$ cat src/rtl/active_list_retire.sv
// active_list_retire: in-order retire and mispredict walk-back of renamed instructions.
// Define AL_PERF_CNT_EN to add saturating perf_commits/perf_squashed counters.
module active_list_retire #(
  parameter int DEPTH  = 32,
  parameter int TAG_W  = 5,
  parameter int PHYS_W = 6,
  parameter int ARCH_W = 5
) (
  input  logic              clk,
  input  logic              rst_n,
  input  logic              alloc_valid,
  output logic              alloc_ready,
  input  logic              alloc_uses_rw,
  input  logic [ARCH_W-1:0] alloc_arch_rd,
  input  logic [PHYS_W-1:0] alloc_new_phys,
  input  logic [PHYS_W-1:0] alloc_old_phys,
  output logic [TAG_W-1:0]  alloc_tag,
  input  logic              wb_valid,
  input  logic [TAG_W-1:0]  wb_tag,
  input  logic              mispredict_valid,
  input  logic [TAG_W-1:0]  mispredict_tag,
  output logic              commit_valid,
  output logic [ARCH_W-1:0] commit_arch_rd,
  output logic [PHYS_W-1:0] commit_new_phys,
  output logic              free_valid,
  output logic [PHYS_W-1:0] free_phys,
  output logic              recover_valid,
  output logic [ARCH_W-1:0] recover_arch_rd,
  output logic [PHYS_W-1:0] recover_phys,
  output logic              recovering,
  output logic [TAG_W:0]    count,
  output logic              empty
`ifdef AL_PERF_CNT_EN
  ,
  output logic [31:0]       perf_commits,
  output logic [31:0]       perf_squashed
`endif
);
  typedef enum logic {RUN, RECOVER} state_t;
  state_t r_state, w_state_nx;
  logic [DEPTH-1:0]  r_valid, r_done, r_uses;
  logic [ARCH_W-1:0] r_arch [DEPTH];
  logic [PHYS_W-1:0] r_new [DEPTH];
  logic [PHYS_W-1:0] r_old [DEPTH];
  logic [TAG_W-1:0]  r_head, r_tail, r_stop;
  logic [TAG_W:0]    r_count;
  logic [TAG_W-1:0]  w_tail_inc, w_tail_dec, w_tail_acc, w_mp_stop;
  logic              w_accept, w_commit, w_mp, w_squash, w_commit_rw, w_squash_rw;
  assign alloc_ready = rst_n && r_state == RUN && !r_count[TAG_W];
  assign alloc_tag   = r_tail;
  assign recovering  = r_state == RECOVER;
  assign count       = r_count;
  assign empty       = r_count == '0;
  always_comb begin
    w_accept    = alloc_valid && alloc_ready;
    w_commit    = r_state == RUN && !mispredict_valid && r_valid[r_head] && r_done[r_head];
    w_mp        = r_state == RUN && mispredict_valid && r_valid[mispredict_tag];
    w_squash    = r_state == RECOVER;
    w_tail_inc  = r_tail + TAG_W'(1);
    w_tail_dec  = r_tail - TAG_W'(1);
    w_tail_acc  = w_accept ? w_tail_inc : r_tail;
    w_mp_stop   = mispredict_tag + TAG_W'(1);
    w_commit_rw = w_commit && r_uses[r_head];
    w_squash_rw = w_squash && r_uses[w_tail_dec];
  end
  // an entry accepted alongside the mispredict is younger than the branch, so it is walked back too
  always_comb begin
    w_state_nx = r_state;
    if (r_state == RUN) w_state_nx = (w_mp && w_tail_acc != w_mp_stop) ? RECOVER : RUN;
    else w_state_nx = (w_tail_dec == r_stop) ? RUN : RECOVER;
  end
  always_ff @(posedge clk) begin
    if (!rst_n) r_state <= RUN;
    else r_state <= w_state_nx;
  end
  always_ff @(posedge clk) begin
    if (!rst_n) begin
      r_valid         <= '0;
      r_done          <= '0;
      r_head          <= '0;
      r_tail          <= '0;
      r_stop          <= '0;
      r_count         <= '0;
      commit_valid    <= 1'b0;
      commit_arch_rd  <= '0;
      commit_new_phys <= '0;
      free_valid      <= 1'b0;
      free_phys       <= '0;
      recover_valid   <= 1'b0;
      recover_arch_rd <= '0;
      recover_phys    <= '0;
`ifdef AL_PERF_CNT_EN
      perf_commits    <= '0;
      perf_squashed   <= '0;
`endif
    end else begin
      if (wb_valid && r_valid[wb_tag]) r_done[wb_tag] <= 1'b1;
      if (w_accept) begin
        r_valid[r_tail] <= 1'b1;
        r_done[r_tail]  <= 1'b0;
        r_uses[r_tail]  <= alloc_uses_rw;
        r_arch[r_tail]  <= alloc_arch_rd;
        r_new[r_tail]   <= alloc_new_phys;
        r_old[r_tail]   <= alloc_old_phys;
        r_tail          <= w_tail_inc;
      end
      if (w_commit) begin
        r_valid[r_head] <= 1'b0;
        r_done[r_head]  <= 1'b0;
        r_head          <= r_head + TAG_W'(1);
      end
      if (w_mp) r_stop <= w_mp_stop;
      if (w_squash) begin
        r_valid[w_tail_dec] <= 1'b0;
        r_done[w_tail_dec]  <= 1'b0;
        r_tail              <= w_tail_dec;
      end
      r_count         <= r_count + (TAG_W+1)'(w_accept) - (TAG_W+1)'(w_commit) - (TAG_W+1)'(w_squash);
      commit_valid    <= w_commit_rw;
      commit_arch_rd  <= w_commit_rw ? r_arch[r_head] : '0;
      commit_new_phys <= w_commit_rw ? r_new[r_head] : '0;
      recover_valid   <= w_squash_rw;
      recover_arch_rd <= w_squash_rw ? r_arch[w_tail_dec] : '0;
      recover_phys    <= w_squash_rw ? r_old[w_tail_dec] : '0;
      free_valid      <= w_commit_rw || w_squash_rw;
      free_phys       <= w_commit_rw ? r_old[r_head] : w_squash_rw ? r_new[w_tail_dec] : '0;
`ifdef AL_PERF_CNT_EN
      if (w_commit && perf_commits != '1) perf_commits <= perf_commits + 32'd1;
      if (w_squash && perf_squashed != '1) perf_squashed <= perf_squashed + 32'd1;
`endif
    end
  end
endmodule

$ cat config.mk
export PLATFORM = sky130hd
export DESIGN_NAME = active_list_retire
export DESIGN_NICKNAME = d
export VERILOG_FILES = /design/src/rtl/active_list_retire.sv
export SDC_FILE = /design/constraint.sdc
export NUM_CORES = 1
export LEC_CHECK = 0
export CELL_PAD_IN_SITES_DETAIL_PLACEMENT = 1
export CELL_PAD_IN_SITES_GLOBAL_PLACEMENT = 2
export CORE_MARGIN = 2
export CORE_UTILIZATION = 48
export DETAILED_ROUTE_END_ITERATION = 7
export MAX_ROUTING_LAYER = met4
export PLACE_DENSITY = 0.76
export SYNTH_ARGS = -nofsm -noshare
export SYNTH_HDL_FRONTEND = slang
export SYNTH_SLANG_ARGS = --single-unit
$ cat constraint.sdc
create_clock -name clk -period 5.14 [get_ports clk]
set_input_delay 1.285 -clock clk [delete_from_list [all_inputs] [get_ports clk]]
set_output_delay 1.285 -clock clk [all_outputs]
set_load 0.02 [all_outputs]
==> results.py, run 1 <==
metrics = {
    "outcome": {
        "status": "completed",
    },
    "logic_synthesis": {
        "synth.distinct_cells": 77,
        "ys_warn_count": 0,
        "synth_nets": 1973,
        "synthFlopType": "edfxtp_1",
        "syn_inst": 1919,
        "synth_seq_cells": 698,
        "async_reset_ff_share_pct": 0,
        "syn_area_sq_um": 32800,
        "seq_area_frac_synth_pct": 60.2,
        "syn_area_per_cell_sq_um": 17.1,
        "synth_edf_count": 576,
    },
    "hold_path": {
        "hold_depth": 2,
        "min-delay-start": "r_stop[2]",
        "hold_path.class": "reg -> reg",
        "whs_endpoint": "r_stop[2]",
    },
    "critical_path": {
        "reg2regPathDepth": 15,
        "required_ns": 5.65,
        "cp_max_fo": 14,
        "critPathLaunchType": "flip-flop",
        "crit_type": "reg -> reg",
        "r2r_start": "r_head[2]",
        "critPathArrivalTime_ns": 5.00,
        "reg2reg_slack_ns": 0.65,
        "endpoint_kind": "flip-flop",
        "crit_path_cell_trace": "and3b_1, a22oi_1, and3_1, o21ai_0, nor3_2, fa_1, ha_1, inv_1, ha_1, inv_1, fa_1, o21bai_1, a21oi_1, xnor2_1, nor2_1",
        "cp_slowest_cell": "and3b_1",
        "timing.rr.end": "count[5]",
        "slowest_delay_ns": 0.68,
    },
    "cts": {
        "h-tree-depth": 3,
        "cts-root-buf": "clkbuf_16",
        "ctsResizeCount": 0,
        "cts_made_buffers": 76,
        "cts_setup_buffers": 0,
        "clock_path_buffers": 3,
        "clock_latency_ns": 0.64,
        "hold_buffers": 0,
        "cts_tree": "built",
        "cts.clk_slew.worst_paths_ns": 0.06,
        "cts_sinks": 698,
    },
    "placed_design": {
        "post-place-cells": 2809,
        "dp_hpwl_um": 67600,
        "portBuffers": 77,
        "place.gp.congestion": 0.869,
        "place_ws_ns": 0.517,
        "dpl_cell_area_sq_um": 35100,
    },
    "layout": {
        "multiInputGateArea_sq_um": 12500,
        "syn_to_final_growth_pct": 14.6,
        "seq_area_sq_um": 19800,
        "finalNetCount": 2068,
        "n_fill_cell": 6007,
        "final_area_sq_um": 37600,
        "fin_cells": 2950,
        "drive_gt1_share_pct": 28.7,
    },
    "drt": {
        "drcViolationCount": 0,
        "avgRoutedWirePerCell_um": 36.8,
        "dr.pass1.iters": 5,
        "antenna_left": 0,
        "vias": 21000,
        "finalWirelength_um": 109000,
        "vias_per_cell": 7.10,
        "drt_iter0_drc": 2506,
    },
    "global_route": {
        "grt_max_degree": 99,
        "grt_pass1_vias": 21200,
        "grt-ovfl-total": 0,
        "grt_antenna_before_repair": 2,
        "grt_pass1_wl_um": 157000,
        "track_usage_pct": 32.2,
    },
    "sta": {
        "finalSetupViolations": 0,
        "period_share_pct": 87.3,
        "relSlewSlack_pct": 11.1,
        "finClkSkew_ns": 0.0248,
        "hold_viol": 0,
        "timing.fmax_mhz": 223,
        "slew_viol_final": 0,
        "setup_tns_ns": 0,
        "holdWs_ns": 0.527,
        "rsz0062_at_grt": "false",
        "worst_pin_slew_ns": 1.33,
        "fin_crit_ns": 4.49,
        "layout_setup_ws_ns": 0.654,
    },
    "floorplan": {
        "die_h_um": 265,
        "dieWidth_um": 265,
        "pin_count": 78,
        "dieArea_sq_um": 70400,
        "std_cell_rows": 95,
        "initial_core_util_pct": 48.6,
        "core_area_sq_um": 67400,
    },
    "pwr": {
        "cellLeakagePower_nw": 11.3,
        "peakVddDrop_mv": 0.276,
        "power_density_nw_per_um2": 369,
    },
    "run": {
        "cap_violations": 0,
    },
}
sequential cells by signal, summed over array words and instances (netlist names), 32 cells and up, named ones only:
name / cells
r_arch: 160
r_old: 192
r_new: 192
r_uses: 32
r_done: 32
r_valid: 32
final cells by class:
| cell class | count | share of cell area, % |
|---|---|---|
| Sequential cell | 698 | 52.6 |
| Multi-Input combinational cell | 1045 | 33.2 |
| Clock buffer | 102 | 5.49 |
| Timing Repair Buffer | 169 | 4.66 |
| Tap cell | 873 | 2.91 |
| Clock inverter | 36 | 0.916 |
| Inverter | 24 | 0.240 |
| Antenna cell | 3 | 0.0200 |
worst max-delay path, delay by kind of cell (launching register included):
kind,cells,cell delay (ns)
compound gates,4,1.04
flops,1,0.67
xor+xnor,1,0.15
simple gates,4,1.13
buf+inv,2,0.12
fa+ha+maj,4,1.27
per-stage QoR:
step	utilization, %	power [W]
global placement	52.1	0.00859
floorplan	-	0.00770
CTS	55.7	0.0139
finish	55.7	0.0139
detailed placement	52.1	0.00861
global route	55.7	0.0143
layer usage:
| metal | wire length, um | global-route usage, % | vias up |
|---|---|---|---|
| li1 | - | - | 8235 |
| met1 | 43800 | 44.5 | 11300 |
| met2 | 51300 | 49.1 | 1252 |
| met3 | 9750 | 5.80 | 212 |
| met4 | 3720 | 10.4 | 0 |
| met5 | 0 | - | - |
report_power, final:
group	total, W	leakage (nW)	internal, W	switching, W
logic	0.00229	4.01	0.000882	0.00140
clock network	0.00534	1.16	0.00304	0.00230
registers	0.00623	6.17	0.00618	0.0000446
Yosys cell counts, types with 6 or more instances:
master / n / area share, %
ha_1: 19 / 0.73
edfxtp_1: 576 / 53
mux2_2: 10 / 0.34
nand2b_1: 8 / 0.15
a211oi_1: 34 / 0.78
xnor2_1: 17 / 0.45
o31ai_1: 15 / 0.34
a31oi_1: 29 / 0.55
o221ai_1: 11 / 0.29
and3_1: 10 / 0.19
mux4_2: 316 / 22
dfxtp_1: 122 / 7.5
clkbuf_1: 65 / 0.74
buf_6: 11 / 0.38
a221oi_1: 12 / 0.32
a22o_1: 11 / 0.29
inv_1: 24 / 0.27
nor3_1: 11 / 0.17
o21ai_0: 37 / 0.57
nand4_1: 11 / 0.21
nand3_1: 28 / 0.43
mux2i_1: 56 / 1.7
a22oi_1: 40 / 0.92
a32oi_1: 8 / 0.21
xor2_1: 6 / 0.16
a21oi_1: 78 / 1.2
or3_1: 25 / 0.48
buf_2: 51 / 0.78
nor2_1: 89 / 1.0
nand2_1: 71 / 0.81
buf_4: 9 / 0.21
buf_1: 13 / 0.15
a211oi_2: 12 / 0.46
cell usage in the layout, fill, tap and decap left out, types with 14 or more instances in the layout:
| cell type | synthesis | routed |
|---|---|---|
| nand3_1 | 28 | 28 |
| buf_12 | 0 | 23 |
| or3_1 | 25 | 25 |
| nand2_1 | 71 | 70 |
| xnor2_1 | 17 | 14 |
| inv_1 | 24 | 24 |
| clkbuf_1 | 65 | 21 |
| a22oi_1 | 40 | 40 |
| buf_4 | 9 | 69 |
| mux2i_1 | 56 | 56 |
| mux4_2 | 316 | 316 |
| o21ai_0 | 37 | 37 |
| nor2_1 | 89 | 57 |
| dfxtp_1 | 122 | 116 |
| ha_1 | 19 | 18 |
| edfxtp_1 | 576 | 576 |
| clkinv_1 | 0 | 15 |
| clkbuf_16 | 0 | 77 |
| clkdlybuf4s50_1 | 0 | 77 |
| o31ai_1 | 15 | 15 |
| a211oi_1 | 34 | 34 |
| a31oi_1 | 29 | 29 |
| nor2_4 | 0 | 32 |
| a21oi_1 | 78 | 78 |
cells by family after synthesis:
family / after synthesis / synth area share, %
fa+ha+maj: 21 / 0.848
compound gates: 323 / 7.23
xor+xnor: 23 / 0.615
flops: 698 / 60.2
mux: 384 / 23.9
simple gates: 294 / 4.49
buf+inv: 176 / 2.67
worst max-delay path by stage:
| stage | start | end | slack, ns | cells after the start |
|---|---|---|---|---|
| floorplan | mispredict_valid | count[5] | 1.30 | 14 |
| global placement | mispredict_valid | count[5] | 0.59 | 15 |
| detailed placement | mispredict_valid | count[5] | 0.52 | 15 |
| CTS | r_head[2] | count[5] | 0.72 | 15 |
| global route | r_head[2] | count[5] | 0.41 | 15 |
| finish | r_head[2] | count[5] | 0.65 | 15 |
No activity file was read; power rests on OpenSTA's default activity.
==> inputs of run 2 (changes only) <==
CORE_UTILIZATION = 51   (was 48)
CTS_CLUSTER_DIAMETER = 50   (was unset)
PLACE_DENSITY = 0.81   (was 0.76)
clock period = 5.7 ns   (was 5.14 ns; I/O delays follow)
==> results.py, run 2 (synthesized netlist as in run 1, its figures left out) <==
metrics = {
    "outcome": {
        "status": "completed",
    },
    "layout": {
        "largestRegisters": "r_new: 192 flops, r_old: 192 flops, r_arch: 160 flops",
        "finalNetCount": 2059,
        "post-route-util_pct": 59.2,
        "seq_area_sq_um": 19800,
        "drive_gt1_share_pct": 29.6,
        "final_area_sq_um": 37500,
        "fin_cells": 2920,
        "n_fill_cell": 5568,
        "syn_to_final_growth_pct": 14.3,
        "multiInputGateArea_sq_um": 12500,
        "final_common_cell": "edfxtp_1",
        "layout_common_cells": "edfxtp_1 (576), mux4_2 (316), dfxtp_1 (116)",
    },
    "floorplan": {
        "dieWidth_um": 257,
        "initial_core_util_pct": 51.7,
        "core_area_sq_um": 63300,
        "die_h_um": 257,
        "dieArea_sq_um": 66300,
        "pin_count": 78,
        "std_cell_rows": 92,
    },
    "sta": {
        "slew_viol_final": 0,
        "hold_viol": 0,
        "relSlewSlack_pct": 12.1,
        "finalSetupViolations": 0,
        "period_share_pct": 86.2,
        "rsz0062_at_grt": "false",
        "worst_pin_slew_ns": 1.31,
        "timing.fmax_mhz": 203,
        "finClkSkew_ns": 0.0251,
        "fin_crit_ns": 4.91,
        "setup_tns_ns": 0,
    },
    "critical_path": {
        "crit_type": "reg -> reg",
        "cp-startpoint": "r_head[3]",
        "reg2regPathDepth": 15,
        "cp_max_fo": 13,
        "required_ns": 6.22,
        "critPathArrivalTime_ns": 5.43,
        "endpoint_kind": "flip-flop",
        "crit_end": "count[5]",
        "r2r_start": "r_head[3]",
        "reg2reg_slack_ns": 0.79,
        "timing.rr.end": "count[5]",
        "critPathLaunchType": "flip-flop",
    },
    "drt": {
        "wl_met3_um": 10900,
        "avgRoutedWirePerCell_um": 37.1,
        "antenna_left": 0,
        "finalWirelength_um": 108000,
        "vias": 21200,
        "drt_iter0_drc": 2796,
        "wl_met2_um": 50800,
        "drcViolationCount": 0,
        "routed.top_layer": "met4",
        "wl_met1_um": 42600,
        "vias_per_cell": 7.24,
        "dr.pass1.iters": 5,
    },
    "cts": {
        "clock_path_buffers": 3,
        "cts-root-buf": "clkbuf_16",
        "clock_latency_ns": 0.64,
        "cts_sinks": 698,
        "cts_made_buffers": 81,
        "h-tree-depth": 3,
        "ctsResizeCount": 0,
        "cts_tree": "built",
        "cts.clk_slew.worst_paths_ns": 0.06,
        "hold_buffers": 0,
        "cts_setup_buffers": 0,
    },
    "run": {
        "cap_violations": 0,
    },
    "global_route": {
        "grt_antenna_before_repair": 4,
        "grt_pass1_wl_um": 158000,
        "track_usage_pct": 34.1,
        "grt_pass1_vias": 21700,
        "grt_max_degree": 55,
        "grt-ovfl-total": 0,
    },
    "hold_path": {
        "hold_path.class": "reg -> reg",
    },
    "pwr": {
        "pwr-share-seq_pct": 43.6,
        "p_comb_share_pct": 16.0,
        "switching_power_w": 0.00351,
        "p_int_w": 0.00940,
        "power_frac_clock_pct": 40.5,
        "cellLeakagePower_nw": 11.4,
        "power_density_nw_per_um2": 345,
        "p_sw_share_pct": 27.2,
        "peakVddDrop_mv": 0.256,
    },
    "placed_design": {
        "place.gp.congestion": 0.854,
        "dpl_cell_area_sq_um": 34700,
        "portBuffers": 77,
        "dp_hpwl_um": 67600,
        "post-place-cells": 2767,
    },
}
[run 2: cell count changes in the layout (fill, tap and decap cells not counted), moves of 4 or more]
| cell | before | now |
|---|---|---|
| buf_4 | 69 | 75 |
| clkbuf_1 | 21 | 12 |
| clkbuf_16 | 77 | 83 |
| buf_12 | 23 | 2 |
| clkinv_2 | 6 | 15 |
| inv_8 | 0 | 4 |
| clkbuf_8 | 4 | 8 |
| clkinv_4 | 0 | 5 |
| clkinv_1 | 15 | 2 |
[run 2: through the flow]
stage	power (W)	worst slack, ns	hold WS, ns
after floorplan	0.00695	1.72	0.484
after global placement	0.00772	0.760	0.499
after detailed placement	0.00775	0.713	0.522
after CTS	0.0129	0.939	0.530
after global routing	0.0132	0.656	0.553
final	0.0129	0.785	0.536
[run 2: final cells by class]
class	instances	area share, %
well taps	846	2.83
multi-input cells	1045	33.3
clock inverters	42	1.15
flip-flops and latches	698	52.8
repair buffers	155	3.74
inverters	24	0.241
clock buffers	105	6.00
diodes	5	0.0334
[run 2: worst min-delay path by stage]
stage | start | slack, ns | to | cells after the start
after CTS | r_valid[29] | 0.53 | r_valid[29] | 2
after floorplan | r_stop[0] | 0.48 | r_stop[0] | 2
after global placement | r_stop[1] | 0.50 | r_stop[1] | 2
final | r_valid[29] | 0.54 | r_valid[29] | 2
after detailed placement | r_valid[29] | 0.52 | r_valid[29] | 2
after global routing | r_valid[9] | 0.55 | r_valid[9] | 2
[run 2: critical path, cell delays in order, from the launching register on]
cell and delay [ns]:
dfxtp_1 0.75, nor3b_4 0.86, a22oi_1 0.19, and3_1 0.25, o21ai_0 0.61, nor3_2 0.21, fa_1 0.44, ha_1 0.28
inv_1 0.07, ha_1 0.16, inv_1 0.06, fa_1 0.43, o21bai_1 0.17, a21oi_1 0.10, xnor2_1 0.14, nor2_1 0.05
[run 2: per-layer routing]
metal / vias up / track usage, %
met5: - / -
met4: 0 / 12.0
met3: 255 / 7.50
met2: 1448 / 50.8
met1: 11200 / 46.7
li1: 8227 / -
[run 2: power by group through the flow]
stage          Sequential [W]  Combinational [W]  Clock [W]
2_1_floorplan         0.00574            0.00121          0
3_5_place_dp          0.00573            0.00202          0
6_report              0.00562            0.00206    0.00522
3_3_place_gp          0.00573            0.00200          0
4_1_cts               0.00562            0.00204    0.00526
5_1_grt               0.00563            0.00215    0.00545
